[config.mk]
export PLATFORM = sky130hd
export DESIGN_NAME = mem_ctrl
export DESIGN_NICKNAME = d
export VERILOG_FILES = /design/src/rtl/mem_ctrl.sv
export SDC_FILE = /design/constraint.sdc
export NUM_CORES = 1
export LEC_CHECK = 0
export BUFFER_PORTS_ARGS = -buffer_cell sky130_fd_sc_hd__buf_4
export CAP_MARGIN = 25
export CELL_PAD_IN_SITES_DETAIL_PLACEMENT = 0
export CELL_PAD_IN_SITES_GLOBAL_PLACEMENT = 2
export CORE_ASPECT_RATIO = 0.6
export CORE_MARGIN = 3
export CORE_UTILIZATION = 36
export CTS_BUF_LIST = sky130_fd_sc_hd__clkbuf_2
export CTS_CLUSTER_SIZE = 8
export DETAILED_ROUTE_END_ITERATION = 8
export PLACE_DENSITY = 0.85
export SETUP_SLACK_MARGIN = 0.15
export SLEW_MARGIN = 10
export SYNTH_ARGS = -nofsm -noshare
export SYNTH_HDL_FRONTEND = slang
export SYNTH_SLANG_ARGS = --single-unit
[constraint.sdc]
create_clock -name clk -period 5.6 [get_ports clk]
set_clock_uncertainty 0.05 [all_clocks]
set_input_delay 1.12 -clock clk [delete_from_list [all_inputs] [get_ports clk]]
set_output_delay 1.12 -clock clk [all_outputs]
set_load 0.005 [all_outputs]
[src/rtl/mem_ctrl.sv]
// Byte-serial RAM sequencer shared by instruction fetch and the MEM stage.
// MEM has fixed priority; each granted request ends with a one-cycle done pulse.
module mem_ctrl #(
    parameter int unsigned ADDR_W = 32
) (
    input  logic              clk,
    input  logic              rst,
    input  logic              if_req,
    input  logic [ADDR_W-1:0] if_addr,
    output logic              if_done,
    output logic [31:0]       if_data,
    input  logic              mem_req,
    input  logic              mem_we,
    input  logic [1:0]        mem_len,
    input  logic [ADDR_W-1:0] mem_addr,
    input  logic [31:0]       mem_wdata,
    output logic              mem_done,
    output logic [31:0]       mem_rdata,
    output logic [ADDR_W-1:0] ram_addr,
    output logic              ram_wr,
    output logic [7:0]        ram_dout,
    input  logic [7:0]        ram_din
);

    typedef enum logic [1:0] {StIdle, StRead, StWrite, StDone} state_t;

    state_t            state_q, state_d;
    logic [2:0]        idx_q, idx_d;
    logic [2:0]        len_q, len_d;
    logic [ADDR_W-1:0] base_q, base_d;
    logic [31:0]       wdata_q, wdata_d;
    logic              owner_mem_q, owner_mem_d;
    logic [31:0]       result_q, result_d;

    logic [ADDR_W-1:0] ram_addr_q, ram_addr_d;
    logic              ram_wr_q, ram_wr_d;
    logic [7:0]        ram_dout_q, ram_dout_d;
    logic              if_done_q, if_done_d;
    logic              mem_done_q, mem_done_d;
    logic [31:0]       if_data_q, if_data_d;
    logic [31:0]       mem_rdata_q, mem_rdata_d;

    logic [2:0]        idx_nxt;
    logic [ADDR_W-1:0] addr_nxt;
    logic [1:0]        byte_sel;
    logic [2:0]        mem_bytes;

    assign idx_nxt  = idx_q + 3'd1;
    assign addr_nxt = base_q + ADDR_W'(idx_nxt);
    // ram_din carries the byte addressed one cycle earlier
    assign byte_sel = 2'(idx_q - 3'd1);

    always_comb begin
        unique case (mem_len)
            2'b00:   mem_bytes = 3'd1;
            2'b01:   mem_bytes = 3'd2;
            default: mem_bytes = 3'd4;
        endcase
    end

    always_comb begin
        state_d     = state_q;
        idx_d       = idx_q;
        len_d       = len_q;
        base_d      = base_q;
        wdata_d     = wdata_q;
        owner_mem_d = owner_mem_q;
        result_d    = result_q;
        ram_addr_d  = '0;
        ram_wr_d    = 1'b0;
        ram_dout_d  = 8'h00;
        if_done_d   = 1'b0;
        mem_done_d  = 1'b0;
        if_data_d   = if_data_q;
        mem_rdata_d = mem_rdata_q;

        unique case (state_q)
            StIdle: begin
                idx_d    = 3'd0;
                result_d = 32'h0;
                if (mem_req) begin
                    owner_mem_d = 1'b1;
                    base_d      = mem_addr;
                    len_d       = mem_bytes;
                    wdata_d     = mem_wdata;
                    ram_addr_d  = mem_addr;
                    if (mem_we) begin
                        state_d    = StWrite;
                        ram_wr_d   = 1'b1;
                        ram_dout_d = mem_wdata[7:0];
                    end else begin
                        state_d = StRead;
                    end
                end else if (if_req) begin
                    owner_mem_d = 1'b0;
                    base_d      = if_addr;
                    len_d       = 3'd4;
                    ram_addr_d  = if_addr;
                    state_d     = StRead;
                end
            end
            StRead: begin
                if (idx_q != 3'd0) begin
                    result_d[{byte_sel, 3'b000} +: 8] = ram_din;
                end
                if (idx_q == len_q) begin
                    state_d = StDone;
                    if (owner_mem_q) begin
                        mem_done_d  = 1'b1;
                        mem_rdata_d = result_d;
                    end else begin
                        if_done_d = 1'b1;
                        if_data_d = result_d;
                    end
                end else begin
                    idx_d = idx_nxt;
                    // The last increment lands on the drain cycle, which drives no address
                    if (idx_nxt != len_q) begin
                        ram_addr_d = addr_nxt;
                    end
                end
            end
            StWrite: begin
                if (idx_nxt == len_q) begin
                    state_d    = StDone;
                    mem_done_d = 1'b1;
                end else begin
                    idx_d      = idx_nxt;
                    ram_addr_d = addr_nxt;
                    ram_wr_d   = 1'b1;
                    ram_dout_d = wdata_q[{idx_nxt[1:0], 3'b000} +: 8];
                end
            end
            StDone: begin
                state_d = StIdle;
            end
            default: begin
                state_d = StIdle;
            end
        endcase
    end

    always_ff @(posedge clk) begin
        if (!rst) begin
            state_q     <= StIdle;
            idx_q       <= 3'd0;
            len_q       <= 3'd0;
            base_q      <= '0;
            wdata_q     <= 32'h0;
            owner_mem_q <= 1'b0;
            result_q    <= 32'h0;
            ram_addr_q  <= '0;
            ram_wr_q    <= 1'b0;
            ram_dout_q  <= 8'h00;
            if_done_q   <= 1'b0;
            mem_done_q  <= 1'b0;
            if_data_q   <= 32'h0;
            mem_rdata_q <= 32'h0;
        end else begin
            state_q     <= state_d;
            idx_q       <= idx_d;
            len_q       <= len_d;
            base_q      <= base_d;
            wdata_q     <= wdata_d;
            owner_mem_q <= owner_mem_d;
            result_q    <= result_d;
            ram_addr_q  <= ram_addr_d;
            ram_wr_q    <= ram_wr_d;
            ram_dout_q  <= ram_dout_d;
            if_done_q   <= if_done_d;
            mem_done_q  <= mem_done_d;
            if_data_q   <= if_data_d;
            mem_rdata_q <= mem_rdata_d;
        end
    end

    assign ram_addr  = ram_addr_q;
    assign ram_wr    = ram_wr_q;
    assign ram_dout  = ram_dout_q;
    assign if_done   = if_done_q;
    assign mem_done  = mem_done_q;
    assign if_data   = if_data_q;
    assign mem_rdata = mem_rdata_q;

endmodule

[Word-level counts from Yosys, hierarchy flattened]
Cells that the tools add are included.
Cells by class
  add/sub/neg operators: 4
  reductions and logical operators: 13
  equality and inequality tests: 12
  shifts and indexed selects: 3
  bitwise operators: 1
  muxes and demuxes: 38
Operators with widths (count)
  two-way mux 32 bit: 8
  case mux 32 bit (3 select lines): 1
  case mux 32 bit (2 select lines): 1
  adder 32 x 3 -> 32 bit: 1
  bitwise mux 32 bit: 1
  variable shift 8 x 7 -> 32 bit, first input constant: 1
  indexed part select 32 x 6 -> 8 bit: 1
  indexed part select 8 x 7 -> 32 bit: 1
  two-way mux 8 bit: 3
  case mux 8 bit (2 select lines): 1
  AND reduction 3 bit: 5
  two-way mux 3 bit: 4
  two-way mux 2 bit: 5
  two-way mux 1 bit: 9
  case mux 3 bit (3 select lines): 1
  != test 2 bit, second input constant: 4
  case mux 2 bit (4 select lines): 1
  negator 5 -> 7 bit: 1
  == test 3 bit: 2
  case mux 3 bit (2 select lines): 1
  nonzero test 3 bit: 2
  == test 2 x 1 -> 1 bit, second input constant: 2
  == test 2 bit, second input constant: 2
  logical NOT 2 bit: 2
  other kinds (8): 11
Storage, ports and cells
  register bits: 212
  word-level logic and storage cells: 85
  input bits: 111

[Depth between registers and ports, before layout]
Gate-level depths: netlist of the first run.
  depth after elaboration: 6
  mapped depth: 11
  mapped depth without buffers: 8

[Worst setup path after synthesis of the first run]
Ideal clock, no wire load.
  kind: register to register
  from: reg idx_q[0]
  to: reg ram_addr_q[20], in the netlist ram_addr[20]
  cell stages (with the launch flop): 12
  arrival: 2908 ps
  path slack: 2507 ps
  required time: 5415 ps
  cells stage by stage: dfxtp_1 -> clkbuf_1 -> buf_1 -> inv_1 -> ha_1 -> fa_1 -> a21oi_1 -> or3_1 -> buf_6 -> nor4_4 -> xnor2_1 -> o22ai_1
Between the ends
  longest elaborated chain between the ends: 5
RTL lines
  start, declared: line 28  | logic [2:0] idx_q, idx_d;
  start signal, assigned: line 161  | idx_q <= idx_d;
  adder 3 x 1 -> 3 bit: line 48  | assign idx_nxt = idx_q + 3'd1;
  adder 32 x 3 -> 32 bit or != test 3 bit (tied branches): line 49, 118
  two-way mux 32 bit: line 118  | if (idx_nxt != len_q) begin
  two-way mux 32 bit: line 106  | if (idx_q == len_q) begin
  case mux 32 bit (3 select lines) (*): line 77  | unique case (state_q)
  end signal, assigned: line 167  | ram_addr_q <= ram_addr_d;
  end, declared: line 35  | logic [ADDR_W-1:0] ram_addr_q, ram_addr_d;
Mark *: on every way between the ends. The rest lies on a longest branch, timed or not.
A chain may end at the register's enable or synchronous reset.

[Worst setup path in the final report of the first run]
  from: reg idx_q[1]
  to: reg ram_addr_q[16], in the netlist ram_addr[16]
The elaborated chain is that of the path after synthesis.

==> flow_metrics.env, run 1 <==
export IMPL_drv_cap=0
export IMPL_die_y_um=131.7
export IMPL_end_kind="flip-flop"
export IMPL_grt_pass1_vias=8070
export IMPL_cp_data_required_time_ps=6250
export IMPL_relSlewSlack=0.3443
export IMPL_die_width_um=215.4
export IMPL_synth_edf_count=0
export IMPL_grt_overflow=0
export IMPL_syn_num_nets=1152
export IMPL_fin_cells=1615
export IMPL_postCtsHoldBufs=0
export IMPL_drc_errors=0
export IMPL_grt_pass1_wl_um=44150
export IMPL_synth_top_family_by_area="compound AO/OA/AOI/OAI gates"
export IMPL_synth_xor_area_frac=0.03103
export IMPL_drive_above_1_share=0.2668
export IMPL_clk_latency_ps=830
export IMPL_crit_type="reg -> reg"
export IMPL_drt_total_wl_um=27880
export IMPL_layout_commonest_cell="buf_4"
export IMPL_cp_max_fo=19
export IMPL_ant_nets=0
export IMPL_placed_cells_incl_taps=1528
export IMPL_netlist_area_mm2=0.009475
export IMPL_globalplace_congestion=0.7849
export IMPL_setup_viol=0
export IMPL_worst_slew_pin_slew_ps=983.5
export IMPL_vias=8259
export IMPL_tns_ps=0
export IMPL_rsz0062_at_grt="no"
export IMPL_clk_pin_slew_worst_paths_ps=110
export IMPL_synth_compound_area_share=0.2176
export IMPL_fin_crit_ps=3409
export IMPL_cts_buffer_depth=3
export IMPL_num_nets_final=1354
export IMPL_muxShareOfSynthArea=0.05374
export IMPL_h_tree_depth=2
export IMPL_vdd_drop_max_mv=0.1480
export IMPL_wire_per_inst_um=17.26
export IMPL_fmax_mhz=293.3
export IMPL_grt_max_degree=99
export IMPL_slew_viol_final=0
export IMPL_cts_setup_buffers=0
export IMPL_arrival_ps=4060
export IMPL_io_pin_count=218
export IMPL_post_cts_resize_count=0
export IMPL_power_per_cell_area_mw_per_mm2=392.7
export IMPL_syn_avg_cell_area_um2=9.235
export IMPL_viasPerCell=5.114
export IMPL_rows=45
export IMPL_r2r_slack_ps=2190
export IMPL_io_buffers=217
export IMPL_synthAdderAreaFrac=0.02060
export IMPL_status="finished clean"
export IMPL_ys_ff_latch=212
export IMPL_cts_tree="built"
export IMPL_drtIter0Drc=430
export IMPL_dp_hpwl_um=19140
export IMPL_setup_worst_path_start_class="flip-flop"
export IMPL_nFillCells=2596
export IMPL_fin_hold_ws_ps=422.3
export IMPL_yosysSeqAreaShare=0.4479
export IMPL_antenna_cells=0
export IMPL_grt_use_total=0.1916
export IMPL_power_leakage_nw=5.644
export IMPL_cts_sinks=212
export IMPL_cts_inserted_buffers=50
export IMPL_syn2layout_area_growth_pct=24.18
export IMPL_synthCells=1026
export IMPL_synthSimpleGateAreaFrac=0.1866
export IMPL_start_util=0.3707
export IMPL_antenna_found_initial=0
export IMPL_hp_class="reg -> reg"
export IMPL_synth_cell_types=59
export IMPL_ys_warn_count=0
export IMPL_coreArea_mm2=0.02556
export IMPL_mostFrequentLayoutCells="231 x buf_4, 212 x dfxtp_1, 178 x nand2_1, 76 x o211a_1, 73 x clkbuf_2"
export IMPL_hold_viol=0
export IMPL_die_area_mm2=0.02837
export IMPL_firstDrtPassIters=5
export IMPL_ys_async_sr_fraction=0
export IMPL_cts_root_buffer="clkbuf_2"
export IMPL_period_share=0.6088
export IMPL_power_mw=4.621
export IMPL_utilization=0.4603
export IMPL_ys_flop_type="dfxtp_1"
-- critical path, cell delays in order, from the launching register on --
cell	delay [ps]
dfxtp_1	470
inv_1	120
ha_1	850
xnor2_1	170
nand3_1	160
o21a_1	630
nand2_1	560
o22ai_1	300
-- layout make-up --
class	count	area [um2]	share of cell area
multi-input combinational	720	4850	0.4122
sequential	212	4244	0.3607
timing repair buffer	232	1738	0.1477
tap	352	440.4	0.03743
clock buffer	73	365.4	0.03105
clock inverter	14	83.83	0.007125
inverter	12	45.04	0.003828
-- final timing paths --
check,cells after the start,startpoint,end
worst min register to register,2,wdata_q[18]$_SDFFE_PN0P_,wdata_q[18]$_SDFFE_PN0P_
worst max-delay path,7,idx_q[1]$_SDFFE_PN0P_,ram_addr[16]$_SDFF_PN0_
worst min-delay path,2,wdata_q[18]$_SDFFE_PN0P_,wdata_q[18]$_SDFFE_PN0P_
worst max register to register,7,idx_q[1]$_SDFFE_PN0P_,ram_addr[16]$_SDFF_PN0_
-- through the flow --
stage	cell area [um2]	worst slack, ps
floorplan	9475	2507
global placement	11310	2157
detailed placement	11320	2166
CTS	11770	2108
global route	11770	1756
finish	11770	2191
-- report_power, final --
group / switching (mW) / total, mW / internal (mW)
logic: 0.916 / 1.60 / 0.685
registers: 0.203 / 2.00 / 1.79
clock network: 0.630 / 1.02 / 0.393
total: 1.75 / 4.62 / 2.87
-- flip-flops by register name, indices dropped and copies added (netlist names) --
| name | cells |
|---|---|
| state_q | 2 |
| owner_mem_q | 1 |
| result_q | 32 |
| ram_addr | 32 |
| mem_rdata | 32 |
| base_q | 32 |
| mem_done | 1 |
| len_q | 3 |
| if_done | 1 |
| ram_wr | 1 |
| wdata_q | 32 |
| ram_dout | 8 |
| if_data | 32 |
| idx_q | 3 |
-- cells by family after synthesis --
kind of cell / after synthesis
simple gates: 368
compound gates: 265
flops: 212
buf+inv: 94
mux: 40
xor+xnor: 32
fa+ha+maj: 15
-- synth_stat cells, drive strengths merged (2+ instances only) --
| master | n | area [um2] |
|---|---|---|
| o31a | 3 | 26.28 |
| a21boi | 39 | 292.8 |
| nor3b | 33 | 247.7 |
| o21ai | 13 | 65.06 |
| nor3 | 7 | 45.04 |
| nand2b | 2 | 12.51 |
| xor2 | 17 | 148.9 |
| nand2 | 179 | 674.4 |
| and3 | 8 | 50.05 |
| xnor2 | 14 | 122.6 |
| nand3 | 17 | 85.08 |
| mux2i | 25 | 250.2 |
| a21oi | 34 | 170.2 |
| a22oi | 41 | 307.8 |
| nand4 | 12 | 96.34 |
| o21a | 35 | 262.8 |
| o211a | 76 | 760.7 |
| o22ai | 15 | 100.1 |
| nor2b | 15 | 93.84 |
| ha | 14 | 175.2 |
| mux4 | 8 | 180.2 |
| and2 | 4 | 25.02 |
| and4 | 4 | 36.29 |
| nor2 | 72 | 270.3 |
| mux2 | 7 | 78.83 |
| buf | 23 | 131.4 |
| clkbuf | 59 | 226.5 |
| inv | 12 | 45.04 |
| nor4 | 10 | 92.59 |
| dfxtp | 212 | 4244 |
-- per-layer routing --
layer,track usage,part of all wire
met5,0,0
met4,0.05024,0.014
met3,0.04668,0.065
met2,0.2728,0.41
met1,0.2869,0.51
No activity file was read; power rests on OpenSTA's default activity.
==> run 2: changes to the inputs <==
ABC_AREA = 1   (was unset)
CORE_UTILIZATION = 28   (was 36)
PLACE_DENSITY = 0.77   (was 0.85)
clock period = 2.8 ns   (was 5.6 ns; I/O delays follow)
==> run 2 against run 1 <==
Against the previous run: worst setup slack got worse by 1800 ps; clock power increased by 120%; sequential power increased by 85%; highest routed layer unchanged.
==> flow_metrics.env, run 2 <==
export IMPL_status="finished clean"
export IMPL_ys_async_sr_fraction=0
export IMPL_drv_cap=0
export IMPL_reg2reg_to="ram_addr[30]$_SDFF_PN0_"
export IMPL_clk_pin_slew_worst_paths_ps=110
export IMPL_place_ws_ps=68.88
export IMPL_start_util=0.2859
export IMPL_rows=52
export IMPL_hp_class="in -> reg"
export IMPL_synth_cell_types=30
export IMPL_dp_hpwl_um=24800
export IMPL_yosys_top_cells_count="373 x nand2_1, 212 x dfxtp_1, 174 x a21oi_1"
export IMPL_ys_ff_latch=212
export IMPL_cts_inserted_buffers=53
export IMPL_relSlewSlack=0.4633
export IMPL_syn_num_nets=1483
export IMPL_coreArea_mm2=0.03390
export IMPL_holdPathEnd="base_q[25]$_SDFFE_PN0P_"
export IMPL_num_nets_final=1805
export IMPL_vdd_drop_max_mv=0.4331
export IMPL_fmax_mhz=409.4
export IMPL_synth_top_area_frac=0.4379
export IMPL_setup_ws_ps=357.6
export IMPL_syn_avg_cell_area_um2=7.142
export IMPL_worstHoldPathCells=4
export IMPL_synthCells=1357
export IMPL_slew_viol_final=0
export IMPL_hold_viol=0
export IMPL_timing_rr_start="idx_q[1]$_SDFFE_PN0P_"
export IMPL_cts_buffer_depth=3
export IMPL_grt_pass1_vias=9543
export IMPL_yosysTopAreaCell="dfxtp_1"
export IMPL_ys_warn_count=0
export IMPL_power_per_cell_area_mw_per_mm2=727.8
export IMPL_synth_area_leaders="dfxtp_1 44%, nand2_1 14%, a21oi_1 9.0%, nand3_1 6.5%, nor2_1 5.6%"
export IMPL_worstHoldStart="if_addr[25]"
export IMPL_grt_overflow=0
export IMPL_r2r_slack_ps=360
export IMPL_cts_sinks=212
export IMPL_grt_use_total=0.1900
export IMPL_firstDrtPassIters=5
export IMPL_clk_latency_ps=890
export IMPL_netlist_area_mm2=0.009692
export IMPL_tns_ps=0
export IMPL_rsz0062_at_grt="no"
export IMPL_setup_worst_path_start_class="flip-flop"
export IMPL_viasPerCell=4.665
export IMPL_setup_viol=0
export IMPL_fin_hold_ws_ps=135.6
export IMPL_syn2layout_area_growth_pct=37.45
export IMPL_cts_setup_buffers=0
export IMPL_cp_data_required_time_ps=3520
export IMPL_die_y_um=150.1
export IMPL_grt_max_degree=143
export IMPL_drive_above_1_share=0.2206
export IMPL_end_kind="flip-flop"
export IMPL_drc_errors=0
export IMPL_io_buffers=217
export IMPL_h_tree_depth=2
export IMPL_period_share=0.8723
export IMPL_vias=10160
export IMPL_die_width_um=246.2
export IMPL_arrival_ps=3160
export IMPL_fin_crit_ps=2442
export IMPL_die_area_mm2=0.03695
export IMPL_synth_most_common_cell="nand2_1"
export IMPL_drt_total_wl_um=35900
export IMPL_power_mw=9.696
export IMPL_synth_edf_count=0
export IMPL_yosysSeqAreaShare=0.4379
export IMPL_worst_slew_pin_slew_ps=805.0
export IMPL_globalplace_congestion=0.8353
export IMPL_r2r_cells=14
export IMPL_layout_commonest_cell="nand2_1"
export IMPL_antenna_found_initial=1
export IMPL_grt_pass1_wl_um=54880
export IMPL_cts_root_buffer="clkbuf_2"
export IMPL_io_pin_count=218
export IMPL_ys_flop_type="dfxtp_1"
export IMPL_wire_per_inst_um=16.48
export IMPL_power_leakage_nw=5.615
export IMPL_ant_nets=0
export IMPL_cp_max_fo=6
export IMPL_drtIter0Drc=647
export IMPL_crit_type="reg -> reg"
export IMPL_cts_tree="built"
export IMPL_mostFrequentLayoutCells="372 x nand2_1, 241 x buf_4, 211 x dfxtp_1, 174 x a21oi_1, 139 x nor2_1"
-- run 2: cell count changes in the layout (fill, tap and decap cells not counted), moves of 69 or more --
| cell | delta |
|---|---|
| o211a_1 | -76 |
| nor2_1 | +69 |
| nand2_1 | +194 |
| dlygate4sd3_1 | +103 |
| a21oi_1 | +140 |
| nand3_1 | +108 |
-- run 2: layout make-up --
class | count | area [um2]
Antenna cell | 1 | 2.502
Clock buffer | 80 | 400.4
Clock inverter | 14 | 106.4
Fill cell | 3616 | 20580
Inverter | 62 | 235.2
Multi-Input combinational cell | 1003 | 4858
Sequential cell | 212 | 4245
Tap cell | 459 | 574.3
Timing Repair Buffer | 347 | 2899
-- run 2: worst max path at each step --
| stage | startpoint | endpoint | slack [ps] |
|---|---|---|---|
| 6_report | idx_q[1]$_SDFFE_PN0P_ | ram_addr[30]$_SDFF_PN0_ | 360 |
| 5_1_grt | idx_q[0]$_SDFFE_PN0P_ | ram_addr[21]$_SDFF_PN0_ | 150 |
| 4_1_cts | idx_q[1]$_SDFFE_PN0P_ | mem_rdata[11]$_SDFFE_PN0P_ | 170 |
| 3_5_place_dp | idx_q[1]$_SDFFE_PN0P_ | ram_addr[30]$_SDFF_PN0_ | 70 |
| 3_3_place_gp | idx_q[1]$_SDFFE_PN0P_ | ram_addr[30]$_SDFF_PN0_ | 220 |
| 2_1_floorplan | idx_q[0]$_SDFFE_PN0P_ | ram_addr[20]$_SDFF_PN0_ | 490 |
-- run 2: cells by family after synthesis --
group,synth area share
AOI/OAI and AO/OA,0.1374
xor gates and xnor gates,0.01356
adders and majority gates,0.02014
buffers and inverters,0.06365
DFF,0.4379
muxes,0.03718
and+or+nand+nor,0.2902
-- run 2: metal layers --
layer	vias to the layer above	GRT usage	share of wire
met1	4725	0.2993	0.54
li1	5132	-	-
met5	-	0	0
met2	256	0.2548	0.39
met3	47	0.04076	0.055
met4	0	0.04864	0.016
-- run 2: per-stage QoR --
stage / utilization / cell area, um2 / std cells
3_5_place_dp: 0.3468 / 11760 / 1980
3_3_place_gp: 0.3460 / 11730 / 1979
2_1_floorplan: - / 9692 / 1357
5_1_grt: 0.3930 / 13320 / 2178
6_report: 0.3930 / 13320 / 2178
4_1_cts: 0.3923 / 13300 / 2177
-- run 2: where the power goes --
group / switching, mW / internal, mW
logic: 2.50 / 1.23
registers: 0.293 / 3.41
clock network: 1.33 / 0.939
-- run 2: worst max-delay path, stage by stage, from the launching register on --
cell,delay [ps]
dfxtp_2,370
ha_1,210
inv_1,60
nand2_1,60
nand2_1,110
inv_1,60
ha_1,350
nand3_1,120
nand2_2,130
nand2_1,140
nor2_4,270
nand3_1,120
nand2_1,80
nand3_1,70
a21oi_1,140
-- run 2: repair_timing --
item	4_1_cts	5_1_grt
pin swaps	0	1
resized for setup	1	8
hold endpoints to repair	122	0
endpoints found under the setup margin	3	109
hold buffers	103	0
